<file path="config.mk">
export PLATFORM = sky130hd
export DESIGN_NAME = mem_write_monitor
export DESIGN_NICKNAME = d
export VERILOG_FILES = /design/src/rtl/mem_write_monitor_pkg.sv /design/src/rtl/mon_fifo.sv /design/src/rtl/mem_write_monitor.sv
export SDC_FILE = /design/constraint.sdc
export NUM_CORES = 1
export LEC_CHECK = 0
export BUFFER_PORTS_ARGS = -buffer_cell sky130_fd_sc_hd__buf_2
export CORE_MARGIN = 1.5
export CORE_UTILIZATION = 50
export DETAILED_ROUTE_END_ITERATION = 10
export PLACE_DENSITY = 0.71
export SETUP_SLACK_MARGIN = 0.5
export SLEW_MARGIN = 20
export SYNTH_ARGS = -nofsm -noshare
export SYNTH_HDL_FRONTEND = slang
export SYNTH_SLANG_ARGS = --single-unit
</file>
<file path="constraint.sdc">
create_clock -name clk -period 5.9 [get_ports clk]
set_input_delay 0.59 -clock clk [delete_from_list [all_inputs] [get_ports clk]]
set_output_delay 0.59 -clock clk [all_outputs]
set_load 0.02 [all_outputs]
</file>
<file path="src/rtl/mem_write_monitor_pkg.sv">
// mem_write_monitor_pkg: shared types and default parameters for the store-bus monitor.
package mem_write_monitor_pkg;
    typedef enum logic [1:0] {RUN, PASS, FAIL} mon_state_e;
    typedef struct packed {
        logic [31:0] adr;
        logic [31:0] data;
    } trace_entry_t;
    localparam logic [31:0] DEF_PASS_ADR    = 32'd100;
    localparam logic [31:0] DEF_PASS_DATA   = 32'd7;
    localparam logic [31:0] DEF_ALLOWED_ADR = 32'd96;
endpackage

</file>
<file path="src/rtl/mon_fifo.sv">
// mon_fifo: synchronous DEPTH-entry FIFO of trace entries; wrap bit on pointers separates full from empty.
module mon_fifo
    import mem_write_monitor_pkg::*;
#(
    parameter int DEPTH = 8
) (
    input  logic         clk,
    input  logic         reset,
    input  logic         push_i,
    input  logic         pop_i,
    input  trace_entry_t din_i,
    output trace_entry_t dout_o,
    output logic         full_o,
    output logic         empty_o
);
    localparam int AW = $clog2(DEPTH);
    trace_entry_t mem_q [DEPTH];
    logic [AW:0] wr_q, wr_d, rd_q, rd_d;
    logic do_push, do_pop;
    assign empty_o = wr_q == rd_q;
    assign full_o  = (wr_q[AW] != rd_q[AW]) && (wr_q[AW-1:0] == rd_q[AW-1:0]);
    assign do_pop  = pop_i && !empty_o;
    // a pop frees the slot the push needs, so a full FIFO still accepts a write alongside a read
    assign do_push = push_i && (!full_o || do_pop);
    assign wr_d    = wr_q + (AW+1)'(do_push);
    assign rd_d    = rd_q + (AW+1)'(do_pop);
    assign dout_o  = mem_q[rd_q[AW-1:0]];
    always_ff @(posedge clk) begin
        if (reset) begin
            wr_q <= '0;
            rd_q <= '0;
        end else begin
            wr_q <= wr_d;
            rd_q <= rd_d;
        end
    end
    always_ff @(posedge clk) begin
        if (do_push) mem_q[wr_q[AW-1:0]] <= din_i;
    end
endmodule

</file>
<file path="src/rtl/mem_write_monitor.sv">
// mem_write_monitor: observes stores, flags pass/fail/timeout and logs every store in a FIFO.
// Define STRICT_ADDR_CHECK_EN to fail on stores outside PASS_ADR/ALLOWED_ADR.
module mem_write_monitor
    import mem_write_monitor_pkg::*;
#(
    parameter logic [31:0] PASS_ADR    = DEF_PASS_ADR,
    parameter logic [31:0] PASS_DATA   = DEF_PASS_DATA,
    parameter logic [31:0] ALLOWED_ADR = DEF_ALLOWED_ADR,
    parameter int          DEPTH       = 8,
    parameter int          TIMEOUT     = 1000
) (
    input  logic        clk,
    input  logic        reset,
    input  logic        MemWrite,
    input  logic [31:0] Adr,
    input  logic [31:0] WriteData,
    input  logic        rd_en,
    output logic        rd_valid,
    output logic [31:0] rd_adr,
    output logic [31:0] rd_data,
    output logic        fifo_full,
    output logic        overflow,
    output logic [15:0] write_count,
    output logic        done,
    output logic        pass,
    output logic        fail
);
    localparam int CW = $clog2(TIMEOUT) + 1;
`ifdef STRICT_ADDR_CHECK_EN
    localparam bit STRICT = 1'b1;
`else
    localparam bit STRICT = 1'b0;
`endif
    mon_state_e   state_q, state_d;
    logic [CW-1:0] cnt_q, cnt_d;
    logic [15:0]  wc_q, wc_d;
    logic         ovf_q, ovf_d;
    logic         run, ev, at_pass, illegal, timeout, full, empty;
    trace_entry_t entry, head;
    assign run     = state_q == RUN;
    assign ev      = run && MemWrite;
    assign at_pass = Adr == PASS_ADR;
    assign illegal = STRICT && !at_pass && (Adr != ALLOWED_ADR);
    assign timeout = cnt_q == CW'(TIMEOUT - 1);
    assign entry   = '{adr: Adr, data: WriteData};
    always_comb begin
        state_d = state_q;
        if (run) state_d = (ev && at_pass && WriteData == PASS_DATA) ? PASS :
                           ((ev && (at_pass || illegal)) || timeout) ? FAIL : RUN;
        cnt_d = run ? cnt_q + 1'b1 : cnt_q;
        wc_d  = (ev && wc_q != 16'hFFFF) ? wc_q + 16'd1 : wc_q;
        ovf_d = ovf_q | (ev && full && !rd_en);
    end
    always_ff @(posedge clk) begin
        if (reset) begin
            state_q <= RUN;
            cnt_q   <= '0;
            wc_q    <= '0;
            ovf_q   <= 1'b0;
        end else begin
            state_q <= state_d;
            cnt_q   <= cnt_d;
            wc_q    <= wc_d;
            ovf_q   <= ovf_d;
        end
    end
    mon_fifo #(.DEPTH(DEPTH)) u_fifo (
        .clk    (clk),
        .reset  (reset),
        .push_i (ev),
        .pop_i  (rd_en),
        .din_i  (entry),
        .dout_o (head),
        .full_o (full),
        .empty_o(empty)
    );
    assign pass        = state_q == PASS;
    assign fail        = state_q == FAIL;
    assign done        = pass | fail;
    assign write_count = wc_q;
    assign overflow    = ovf_q;
    assign fifo_full   = full;
    assign rd_valid    = !empty;
    assign rd_adr      = head.adr;
    assign rd_data     = head.data;
endmodule

</file>
==> key figures, run 1 <==
Status
  – Status: completed

Power
  – Power per cell area: 368.9 mW/mm^2
  – Reg power frac: 49.5%
  – Clk pwr share: 37.7%
  – P_leak: 7.856 nW
  – Power, Total: 9.007 mW
  – Internal power: 6.896 mW
  – VDD IR max: 0.0002743 V
  – Sw power: 2.111 mW
  – Sw frac: 23.44%
  – Logic pwr share: 12.7%

Critical path
  – Startpoint types: register
  – Cells along the critical path: buf_4 -> buf_4 -> mux4_2 -> mux2_2 -> buf_2
  – R2R cell count: 6
  – CP max stage delay: 0.91 ns
  – CP Capture Type: primary output
  – R2R Setup Slk: 2.22 ns
  – Max FO, Critical Path: 53
  – R2R Path Start: u_fifo.rd_q[0]$_SDFF_PP0_
  – Data required time of the critical path: 5.31 ns
  – Worst r2r dst: u_fifo.mem_q[2][62]$_DFFE_PP_
  – CP max-delay cell: dfxtp_4
  – CP most frequent cell: buf_4
  – Worst path arrival time: 3.73 ns
  – Setup CP Type: register to primary output

STA
  – Post-layout min period: 4.324 ns
  – Final hold violation count: 0
  – Min Hold Slack: 0.2811 ns
  – Crit share post-route: 73.29%
  – Setup ws final: 1.576 ns
  – RSZ-0062 raised after global routing: false
  – Slew Limit Fails: 0
  – Slew HR: 28.81%
  – Setup TNS: 0 ns
  – Clock Skews: 0.02659 ns
  – F_max: 231.2 MHz
  – Worst-margin pin slew: 1.062 ns
  – Final setup violation count: 0

Floorplan
  – Die area: 0.04374 sq mm
  – Width of the die: 209.1 um
  – FP Rows: 75
  – I/O pin count: 154
  – Core box area: 0.04195 sq mm
  – Die Height: 209.1 um
  – Starting Density: 50.65%

Clock network
  – Worst-Skew Late Latency: 0.60 ns
  – Setup Fix Bufs, Post-CTS: 0
  – PostCTS Resize Cnt: 0
  – Clock buffer depth: 3
  – Num Clock Sinks: 550
  – CTS tree: done
  – Root Buffer: clkbuf_16
  – H-tree lvl count: 2
  – Num CTS Buffers: 54
  – Clock transition at path regs: 0.06 ns
  – # hold bufs at CTS: 0

Placement
  – Final HPWL DP: 24470 um
  – Dpl cells: 1640
  – Port buffer count: 153
  – Post-place instance area: 0.02265 sq mm
  – Gpl congestion: 0.7866
  – Setup WS pre-CTS: 2.169 ns

Logic synthesis
  – Post-synthesis compound-gate area fraction: 0.6360%
  – Proportion of netlist area held by the largest area contributor: 72.36%
  – Ys flop type: edfxtp_1
  – Largest family of logic cells by synthesized area: multiplexers
  – Ys async rst share: 0%
  – Synth area leaders: edfxtp_1, mux4_2, dfxtp_1
  – Sequential fraction of the synthesis area: 75.94%
  – Syn nets: 1051
  – Mapped Area: 0.02125 sq mm
  – Post-synth EDFFs: 512
  – Cell taking the most area after synthesis: edfxtp_1
  – Fraction of the mapped netlist area in adder cells: 0.5300%
  – Mux cell area share after synthesis: 17.14%
  – Synth warn: 0
  – Mapped Cells: 974
  – FF+latch count, synth: 550
  – Syn_area_per_cell: 21.81 sq um
  – Synth Area in Simple Gates: 3.092%
  – Synth unique cells: 45
  – Post-synthesis share of cell area spent on xor and xnor gates: 1.237%

Global routing
  – Vias in the first global route: 10560
  – Initial antenna violation count: 6
  – First-pass GRT wire length: 64760 um
  – Largest net degree at the start of global routing: 67
  – Met2 Usage GRT: 32.14%
  – GRT Residual Overflow: 0
  – Met1 usage: 27.85%
  – Total track usage: 19.86%
  – GR Layer Usage met3: 4.509%
  – GR peak layer: met2

Hold path
  – Worst Hold Launch: Adr[14]
  – HP Class: primary input to register
  – Worst hold path cell count: 1
  – Worst Hold End: u_fifo.mem_q[2][46]$_DFFE_PP_

Cells and area
  – Layout Cells excl Fill: 1740
  – Commonest non-fill, non-tap cells in the layout: edfxtp_1, buf_2, mux4_2
  – Layout cells sized above 1: 38.08%
  – Fin util: 58.20%
  – Multi-input logic area: 0.004870 sq mm
  – FILL cells: 3027
  – Final-stage net count: 1234
  – Most common cell after layout, fill and taps aside: edfxtp_1
  – Post-route cell area: 0.02441 sq mm
  – Register area: 0.01615 sq mm
  – Area growth from synthesis to layout: 14.90%

Detailed routing
  – Vias: 10110
  – Drt pass-1 iters: 5
  – Post-Route WL: 42370 um
  – Initial DRC count: 787
  – Drt wl/cell: 24.35 um
  – Post-route DRC: 0
  – Vias per inst: 5.807
  – Final antenna-violating net count: 0

Job
  – Max cap viols: 0
## cell families after synthesis
logic type,after synthesis
mux,195
buf+inv,49
fa+ha+maj,9
xor+xnor,30
simple gates,122
compound gates,19
flops,550
## cell type report
type | instances | area share, %
well taps | 539 | 2.763
inverters | 6 | 0.09226
clock buffers | 65 | 5.792
diodes | 1 | 0.01025
flip-flops and latches | 550 | 66.14
repair buffers | 170 | 3.859
multi-input cells | 375 | 19.95
clock inverters | 34 | 1.394
## how the worst max path moves through the flow
stage                                          from                      endpoint  slack [ns]  cells after the start
final                     u_fifo.rd_q[1]$_SDFF_PP0_                   rd_data[16]        1.58                      5
after floorplan           u_fifo.wr_q[2]$_SDFF_PP0_  u_fifo.mem_q[0][0]$_DFFE_PP_       -0.18                      6
after global placement    u_fifo.rd_q[1]$_SDFF_PP0_                     rd_adr[1]        2.19                      5
after CTS                 u_fifo.rd_q[0]$_SDFF_PP0_                   rd_data[14]        1.52                      4
after global routing      u_fifo.rd_q[0]$_SDFF_PP0_                   rd_data[14]        1.36                      4
after detailed placement  u_fifo.rd_q[0]$_SDFF_PP0_                   rd_data[14]        2.17                      4
## per-layer routing
metal  vias to the layer above  part of all wire, %
li1                       4414                    -
met1                      5296                   42
met2                       327                   50
met3                        62                  6.3
met4                         6                  1.6
met5                         -                0.078
## cell usage after synthesis (all sizes together), types with 2 or more instances
cell / number
edfxtp: 512
mux4: 128
mux2: 64
nor2: 42
dfxtp: 38
buf: 32
nor4: 18
xnor2: 18
nand3: 13
nand2: 12
xor2: 12
clkbuf: 11
ha: 9
nand4: 9
nor3: 7
inv: 6
a21oi: 4
and3: 4
nor2b: 4
a211oi: 3
a31oi: 3
mux2i: 3
nand2b: 3
o21ai: 3
and2: 2
and4: 2
or4: 2
## power by group through the flow
stage               registers [mW]  logic (mW)  clock network (mW)
detailed placement            4.55        1.17                   0
floorplan                     4.48       0.918                   0
global placement              4.55        1.16                   0
global route                  4.48        1.23                3.61
CTS                           4.47        1.17                3.46
finish                        4.46        1.15                3.40
## flip-flops by register name (all words and copies together), names as in the netlist
signal and flops:
write_count 16, cnt_q 11, u_fifo.mem_q 512, state_q 2
u_fifo.wr_q 4, u_fifo.rd_q 4, overflow 1
## critical path, delay by kind of cell, from the launching register on
| family | cells | cell delay [ns] |
|---|---|---|
| buffers and inverters | 3 | 1.39 |
| DFF | 1 | 0.91 |
| muxes | 2 | 0.74 |
Power figures use the tool's default switching activity.
==> run 2: changes to the inputs <==
clock period = 3.75 ns   (was 5.9 ns; I/O delays follow)
==> run 2 against run 1 <==
Effect of this change:
- final area grew 0.53%
- non-clock buffer count grew 3
- first-iteration DRC count increased by 5.7%
- critical path depth decreased by 1
- largest cell class unchanged
- clock power grew 62%
- sequential cell count unchanged
- largest power group unchanged
- utilization increased by 0.31 points
- via count about the same
==> key figures, run 2 (synthesized netlist as in run 1, its figures left out) <==
STA
  – Setup TNS: 0 ns (unchanged)
  – Clock Skews: 0.01162 ns (-0.01497 ns)
  – Final setup violation count: 0 (unchanged)
  – RSZ-0062 raised after global routing: false
  – F_max: 332.7 MHz
  – Post-layout min period: 3.006 ns
  – Slew Limit Fails: 0 (unchanged)
  – Crit share post-route: 80.15%
  – Slew HR: 38.57% (+9.8 points)
  – Final hold violation count: 0 (unchanged)
  – Min Hold Slack: 0.06215 ns (-0.2190 ns)
  – Worst-margin pin slew: 0.9130 ns (-0.1491 ns)

Hold path
  – Worst hold path cell count: 1 (unchanged)
  – Worst Hold Launch: Adr[24]
  – HP Class: primary input to register
  – Worst Hold End: u_fifo.mem_q[5][56]$_DFFE_PP_

Power
  – Power, Total: 14.36 mW (+59%)
  – Logic pwr share: 13.5% (+0.8 points)
  – Sw frac: 22.79% (-0.65 points)
  – Internal power: 11.09 mW (+61%)
  – Sw power: 3.272 mW (+55%)
  – Reg power frac: 48.2% (-1.3 points)
  – Clk pwr share: 38.4% (+0.7 points)
  – Power per cell area: 585.2 mW/mm^2 (+59%)
  – VDD IR max: 0.0002901 V (+5.8%)
  – P_leak: 7.913 nW (+0.73%)

Cells and area
  – Max reg flops: 512 (unchanged)
  – Final-stage net count: 1237 (+0.24%)
  – Most common cell after layout, fill and taps aside: edfxtp_1
  – Layout Cells excl Fill: 1745 (+0.29%)
  – Commonest non-fill, non-tap cells in the layout: edfxtp_1, buf_2, mux4_2
  – Fin util: 58.51% (+0.31 points)
  – Layout cells sized above 1: 38.29% (+0.21 points)
  – Area growth from synthesis to layout: 15.51%

Clock network
  – Num CTS Buffers: 54 (unchanged)
  – # hold bufs at CTS: 0 (unchanged)
  – H-tree lvl count: 2 (unchanged)
  – Root Buffer: clkbuf_16
  – Worst-Skew Late Latency: 0.59 ns (about the same)
  – Clock buffer depth: 3 (unchanged)
  – Clock transition at path regs: 0.06 ns (about the same)
  – PostCTS Resize Cnt: 0 (unchanged)
  – Setup Fix Bufs, Post-CTS: 0 (unchanged)
  – CTS tree: done
  – Num Clock Sinks: 550 (unchanged)

Critical path
  – Worst r2r dst: u_fifo.mem_q[4][7]$_DFFE_PP_
  – Startpoint types: register
  – Setup CP Type: register to primary output
  – Max FO, Critical Path: 73 (+38%)
  – R2R Path Start: state_q[1]$_SDFFE_PP0N_
  – CP Capture Type: primary output
  – Data required time of the critical path: 3.38 ns (-1.93 ns)
  – R2R Setup Slk: 0.82 ns (-1.40 ns)
  – R2R cell count: 7 (+1)
  – Worst path arrival time: 2.63 ns (-1.10 ns)

Floorplan
  – Core box area: 0.04195 sq mm (unchanged)
  – Die Height: 209.1 um (unchanged)
  – Width of the die: 209.1 um (unchanged)
  – Starting Density: 50.65% (unchanged)
  – I/O pin count: 154 (unchanged)
  – Die area: 0.04374 sq mm (unchanged)
  – FP Rows: 75 (unchanged)

Job
  – Max cap viols: 0 (unchanged)

Global routing
  – Total track usage: 19.73% (-0.12 points)
  – First-pass GRT wire length: 64200 um (-0.86%)
  – GRT Residual Overflow: 0 (unchanged)
  – Largest net degree at the start of global routing: 131 (+96%)
  – Vias in the first global route: 10440 (-1.2%)
  – Initial antenna violation count: 4 (-2)

Placement
  – Gpl congestion: 0.7641 (-2.9%)
  – Port buffer count: 153 (unchanged)
  – Dpl cells: 1643 (+0.18%)
  – Final HPWL DP: 23410 um (-4.3%)

Detailed routing
  – Initial DRC count: 832 (+5.7%)
  – Post-Route WL: 41980 um (-0.94%)
  – Drt pass-1 iters: 4 (-1)
  – Vias: 10100 (-0.089%)
  – Vias per inst: 5.786 (-0.38%)
  – Final antenna-violating net count: 0 (unchanged)
  – Post-route DRC: 0 (unchanged)
  – Drt wl/cell: 24.05 um (-1.2%)

Status
  – Status: completed
[run 2: changes by cell type in the layout (fill, tap and decap cells not counted), sizes merged]
cell      change
inv           -2
clkbuf        +8
buf           +3
clkinvlp      -2
clkinv        -4
diode         +1
bufinv        +1
[run 2: critical path: stages (launching register included)]
cell and delay, ns:
dfxtp_4 0.39, buf_12 0.47, mux4_2 0.60, mux2_2 0.32, buf_2 0.17
[run 2: per-stage QoR]
stage | worst slack [ns] | instance area [sq um]
floorplan | -0.4309 | 21270
global placement | 0.9026 | 22700
detailed placement | 0.8556 | 22700
CTS | 0.6983 | 24540
global route | 0.6179 | 24540
finish | 0.7442 | 24540
[run 2: power groups by stage]
stage | Clock, mW | Combinational (mW) | Sequential [mW]
floorplan | 0 | 1.45 | 7.04
global placement | 0 | 1.97 | 7.04
detailed placement | 0 | 1.97 | 7.05
CTS | 5.63 | 1.98 | 6.92
global route | 5.86 | 2.08 | 6.92
finish | 5.51 | 1.93 | 6.92
[run 2: final cells by class]
class / instances / area (sq um)
diodes: 2 / 5.005
clock buffers: 73 / 1526
clock inverters: 27 / 312.8
fillers: 2976 / 17400
inverters: 6 / 22.52
multi-input cells: 375 / 4876
flip-flops and latches: 550 / 16150
well taps: 539 / 674.4
repair buffers: 173 / 978.4
[run 2: worst max path at each step]
stage / startpoint / to / cells after the start / slack (ns)
4_1_cts: u_fifo.rd_q[0]$_SDFF_PP0_ / rd_data[23] / 4 / 0.70
6_report: u_fifo.rd_q[0]$_SDFF_PP0_ / rd_adr[1] / 4 / 0.74
3_5_place_dp: state_q[0]$_SDFFE_PP0N_ / u_fifo.mem_q[4][13]$_DFFE_PP_ / 7 / 0.86
5_1_grt: u_fifo.rd_q[0]$_SDFF_PP0_ / rd_adr[1] / 4 / 0.62
2_1_floorplan: u_fifo.wr_q[2]$_SDFF_PP0_ / u_fifo.mem_q[0][0]$_DFFE_PP_ / 6 / -0.43
3_3_place_gp: Adr[1] / state_q[1]$_SDFFE_PP0N_ / 6 / 0.90
[run 2: per-layer routing]
metal	up-vias	global-route usage (%)	part of all wire, %	wire length (um)
met5	-	0	0.031	13
met4	2	4.948	2.0	823
met3	59	5.050	6.3	2657
met2	283	31.34	48	20250
met1	5330	27.62	43	18230
li1	4422	-	-	-
==> run 3: changes to the inputs <==
ABC_AREA = 1   (was not set)
PLACE_DENSITY = 0.68   (was 0.71)
clock period = 3 ns   (was 3.75 ns; I/O delays follow)
==> run 3 against run 2 <==
Effect of this change:
- final area rose by 10%
- routed wire length rose by 37%
- final cell count rose by 51%
- sequential power rose by 25%
- non-clock buffer count rose by 89
- clock power rose by 20%
- critical path type unchanged
- clock-buffer cell count rose by 2
- register-to-register slack got worse by 0.16 ns
- combinational power rose by 140%
- worst setup slack got worse by 0.24 ns
==> key figures, run 3 <==
Status
  – Status: completed

Logic synthesis
  – Synth warn: 0 (unchanged)
  – Syn_area_per_cell: 12.27 sq um (-44%)
  – Synth area leaders: edfxtp_1, nor2_1, o32ai_1
  – Commonest cells post-synth: edfxtp_1, nor2_1, nand2_1
  – Ys async rst share: 0% (unchanged)
  – Cell taking the most area after synthesis: edfxtp_1
  – FF+latch count, synth: 550 (unchanged)
  – Proportion of netlist area held by the largest area contributor: 69.87% (-2.5 points)
  – Post-synth EDFFs: 512 (unchanged)
  – Sequential fraction of the synthesis area: 73.33% (-2.6 points)
  – Ys flop type: edfxtp_1
  – Mapped Cells: 1794 (+84%)
  – Mapped Area: 0.02200 sq mm (+3.6%)
  – Cell with the most instances after synthesis: edfxtp_1
  – Synth unique cells: 25 (-44%)
  – Syn nets: 1871 (+78%)

Global routing
  – GR peak layer: met2
  – Largest net degree at the start of global routing: 76 (-42%)
  – First-pass GRT wire length: 82190 um (+28%)
  – GR Layer Usage met3: 5.236% (+0.19 points)
  – GRT Residual Overflow: 0 (unchanged)
  – Initial antenna violation count: 6 (+2)
  – Total track usage: 23.84% (+4.1 points)
  – Vias in the first global route: 14870 (+42%)
  – Met1 usage: 31.65% (+4.0 points)
  – Met2 Usage GRT: 38.96% (+7.6 points)

Floorplan
  – I/O pin count: 154 (unchanged)
  – Starting Density: 50.86% (+0.21 points)
  – FP Rows: 76 (+1.3%)
  – Die Height: 212.8 um (+1.7%)
  – Core box area: 0.04327 sq mm (+3.1%)
  – Die area: 0.04528 sq mm (+3.5%)
  – Width of the die: 212.8 um (+1.7%)

Job
  – Max cap viols: 0 (unchanged)

Power
  – P_leak: 9.565 nW (+21%)
  – Power per cell area: 734.4 mW/mm^2 (+26%)
  – Power, Total: 19.85 mW (+38%)
  – VDD IR max: 0.0005175 V (+78%)

Detailed routing
  – Vias: 15180 (+50%)
  – Post-Route WL: 57580 um (+37%)
  – Vias per inst: 5.753 (-0.56%)
  – Drt wl/cell: 21.82 um (-9.3%)
  – Drt pass-1 iters: 7 (+3)
  – Initial DRC count: 1622 (+95%)
  – Post-route DRC: 0 (unchanged)
  – Final antenna-violating net count: 0 (unchanged)

Critical path
  – Max FO, Critical Path: 8 (-89%)
  – CP most frequent cell: nand2_1
  – Critical path startpoint: u_fifo.rd_q[0]$_SDFF_PP0_
  – Cells along the critical path: buf_12 -> clkinv_16 -> buf_8 -> clkbuf_16 -> nor2_1 -> o32ai_2 -> nand2_1 -> nand2_1 -> buf_2
  – Startpoint types: register
  – CP max-delay cell: dfxtp_4
  – Data required time of the critical path: 2.70 ns (-0.68 ns)
  – R2R Path Start: u_fifo.rd_q[0]$_SDFF_PP0_
  – CP max stage delay: 0.38 ns (-0.22 ns)
  – Worst path arrival time: 2.19 ns (-0.44 ns)
  – R2R Setup Slk: 0.66 ns (-0.16 ns)
  – R2R cell count: 10 (+3)
  – Setup CP Type: register to primary output
  – Worst setup endpoint: rd_data[24]
  – Worst r2r dst: u_fifo.mem_q[3][41]$_DFFE_PP_
  – CP Capture Type: primary output

Clock network
  – Worst-Skew Late Latency: 0.60 ns (about the same)
  – Clock transition at path regs: 0.06 ns (about the same)
  – Root Buffer: clkbuf_16
  – CTS tree: done
  – Clock buffer depth: 3 (unchanged)
  – H-tree lvl count: 2 (unchanged)
  – Num CTS Buffers: 55 (+1.9%)
  – Num Clock Sinks: 550 (unchanged)

STA
  – Setup TNS: 0 ns (unchanged)
  – Slew Limit Fails: 0 (unchanged)
  – RSZ-0062 raised after global routing: true
  – Slew HR: 55.43% (+17 points)
  – Final hold violation count: 0 (unchanged)
  – Post-layout min period: 2.493 ns
  – Crit share post-route: 83.09%
  – Worst-margin pin slew: 0.6686 ns (-0.2444 ns)
  – Final setup violation count: 0 (unchanged)
  – Clock Skews: 0.01255 ns (+0.0009329 ns)
  – F_max: 401.2 MHz

Hold path
  – HP Class: primary input to register

Cells and area
  – Post-route cell area: 0.02703 sq mm (+10%)
  – Fin util: 62.47% (+4.0 points)
  – Layout Cells excl Fill: 2639 (+51%)
  – Area growth from synthesis to layout: 22.83%
  – Multi-input logic area: 0.005588 sq mm (+15%)
  – Layout cells sized above 1: 18.19% (-20 points)
  – Final-stage net count: 2086 (+69%)
  – FILL cells: 3195 (+7.4%)
  – Register area: 0.01615 sq mm (about the same)
  – Commonest non-fill, non-tap cells in the layout: edfxtp_1, nor2_1, nand2_1
  – Most common cell after layout, fill and taps aside: edfxtp_1
  – Max reg flops: 512 (unchanged)

Placement
  – Dpl cells: 2454 (+49%)
  – Port buffer count: 153 (unchanged)
  – Gpl congestion: 0.8242 (+7.9%)
  – Post-place instance area: 0.02350 sq mm (+3.5%)
  – Final HPWL DP: 26630 um (+14%)
run 3: cell count changes in the layout (fill, tap and decap cells not counted), moves of 20 or more:
| cell | change |
|---|---|
| nand2_1 | +253 |
| mux4_2 | -126 |
| inv_1 | +31 |
| nor2_1 | +415 |
| o21ai_0 | +134 |
| mux2_2 | -64 |
| o32ai_1 | +99 |
| a21oi_1 | +20 |
| dlygate4sd3_1 | +39 |
| o32ai_2 | +29 |
run 3: how the worst min path moves through the flow:
stage	start	endpoint	slack [ns]	cells after the start
2_1_floorplan	WriteData[0]	u_fifo.mem_q[0][0]$_DFFE_PP_	0.40	0
3_3_place_gp	overflow$_SDFF_PP0_	overflow$_SDFF_PP0_	0.44	2
3_5_place_dp	overflow$_SDFF_PP0_	overflow$_SDFF_PP0_	0.44	2
4_1_cts	Adr[12]	u_fifo.mem_q[5][44]$_DFFE_PP_	0.0006	1
5_1_grt	Adr[28]	u_fifo.mem_q[2][60]$_DFFE_PP_	0.01	1
6_report	Adr[16]	u_fifo.mem_q[4][48]$_DFFE_PP_	0.02	1
run 3: where the power goes:
group | leakage (nW) | internal [mW] | switching (mW)
combinational | 3.76 | 1.80 | 2.78
sequential | 4.96 | 8.59 | 0.0700
clock | 0.841 | 3.80 | 2.82
total | 9.57 | 14.2 | 5.67
run 3: cells by family (layout without fill, tap and decap cells):
| family | count (synthesis) | in the layout | synth area share, % |
|---|---|---|---|
| AND/OR/NAND/NOR | 779 | 779 | 13.56 |
| adder cells (fa/ha/maj) | 9 | 9 | 0.5118 |
| XOR/XNOR | 17 | 17 | 0.6767 |
| buffers and inverters | 146 | 403 | 3.059 |
| other | 0 | 3 | 0 |
| flip-flops | 550 | 550 | 73.33 |
| AO/OA/AOI/OAI | 293 | 293 | 8.870 |
run 3: metal layers:
metal	up-vias	part of all wire, %
li1	6882	-
met1	7494	41
met2	682	49
met3	119	8.2
met4	6	2.5
met5	-	0.057
run 3: worst max-delay path, delay by kind of cell (launching register included):
kind / cells / cell delay [ns]
AOI/OAI and AO/OA: 1 / 0.09
DFF: 1 / 0.38
and+or+nand+nor: 3 / 0.31
buffers and inverters: 5 / 0.79
run 3: timing repair:
action | 4_1_cts | 5_1_grt
endpoints found under the hold margin | 291 | 0
pin swaps | 1 | 16
setup endpoints to repair | 64 | 114
buffers inserted | 10 | 3
gates cloned | 14 | 17
hold buffers | 39 | 0
resized for setup | 41 | 87
run 3: layout make-up:
cell class / instances / share of cell area [%]
Sequential cell: 550 / 59.74
Multi-Input combinational cell: 1098 / 20.67
Timing Repair Buffer: 262 / 9.717
Clock buffer: 75 / 5.638
Tap cell: 585 / 2.708
Clock inverter: 24 / 0.7360
Inverter: 39 / 0.6481
Timing Repair inverter: 3 / 0.1157
Antenna cell: 3 / 0.02778
run 3: through the flow:
step | setup slack, ns | hold slack [ns]
finish | 0.5073 | 0.01828
detailed placement | 0.7271 | 0.4434
global placement | 0.8071 | 0.4354
CTS | 0.4781 | 0.0006184
floorplan | -0.1139 | 0.3989
global route | 0.4264 | 0.01335
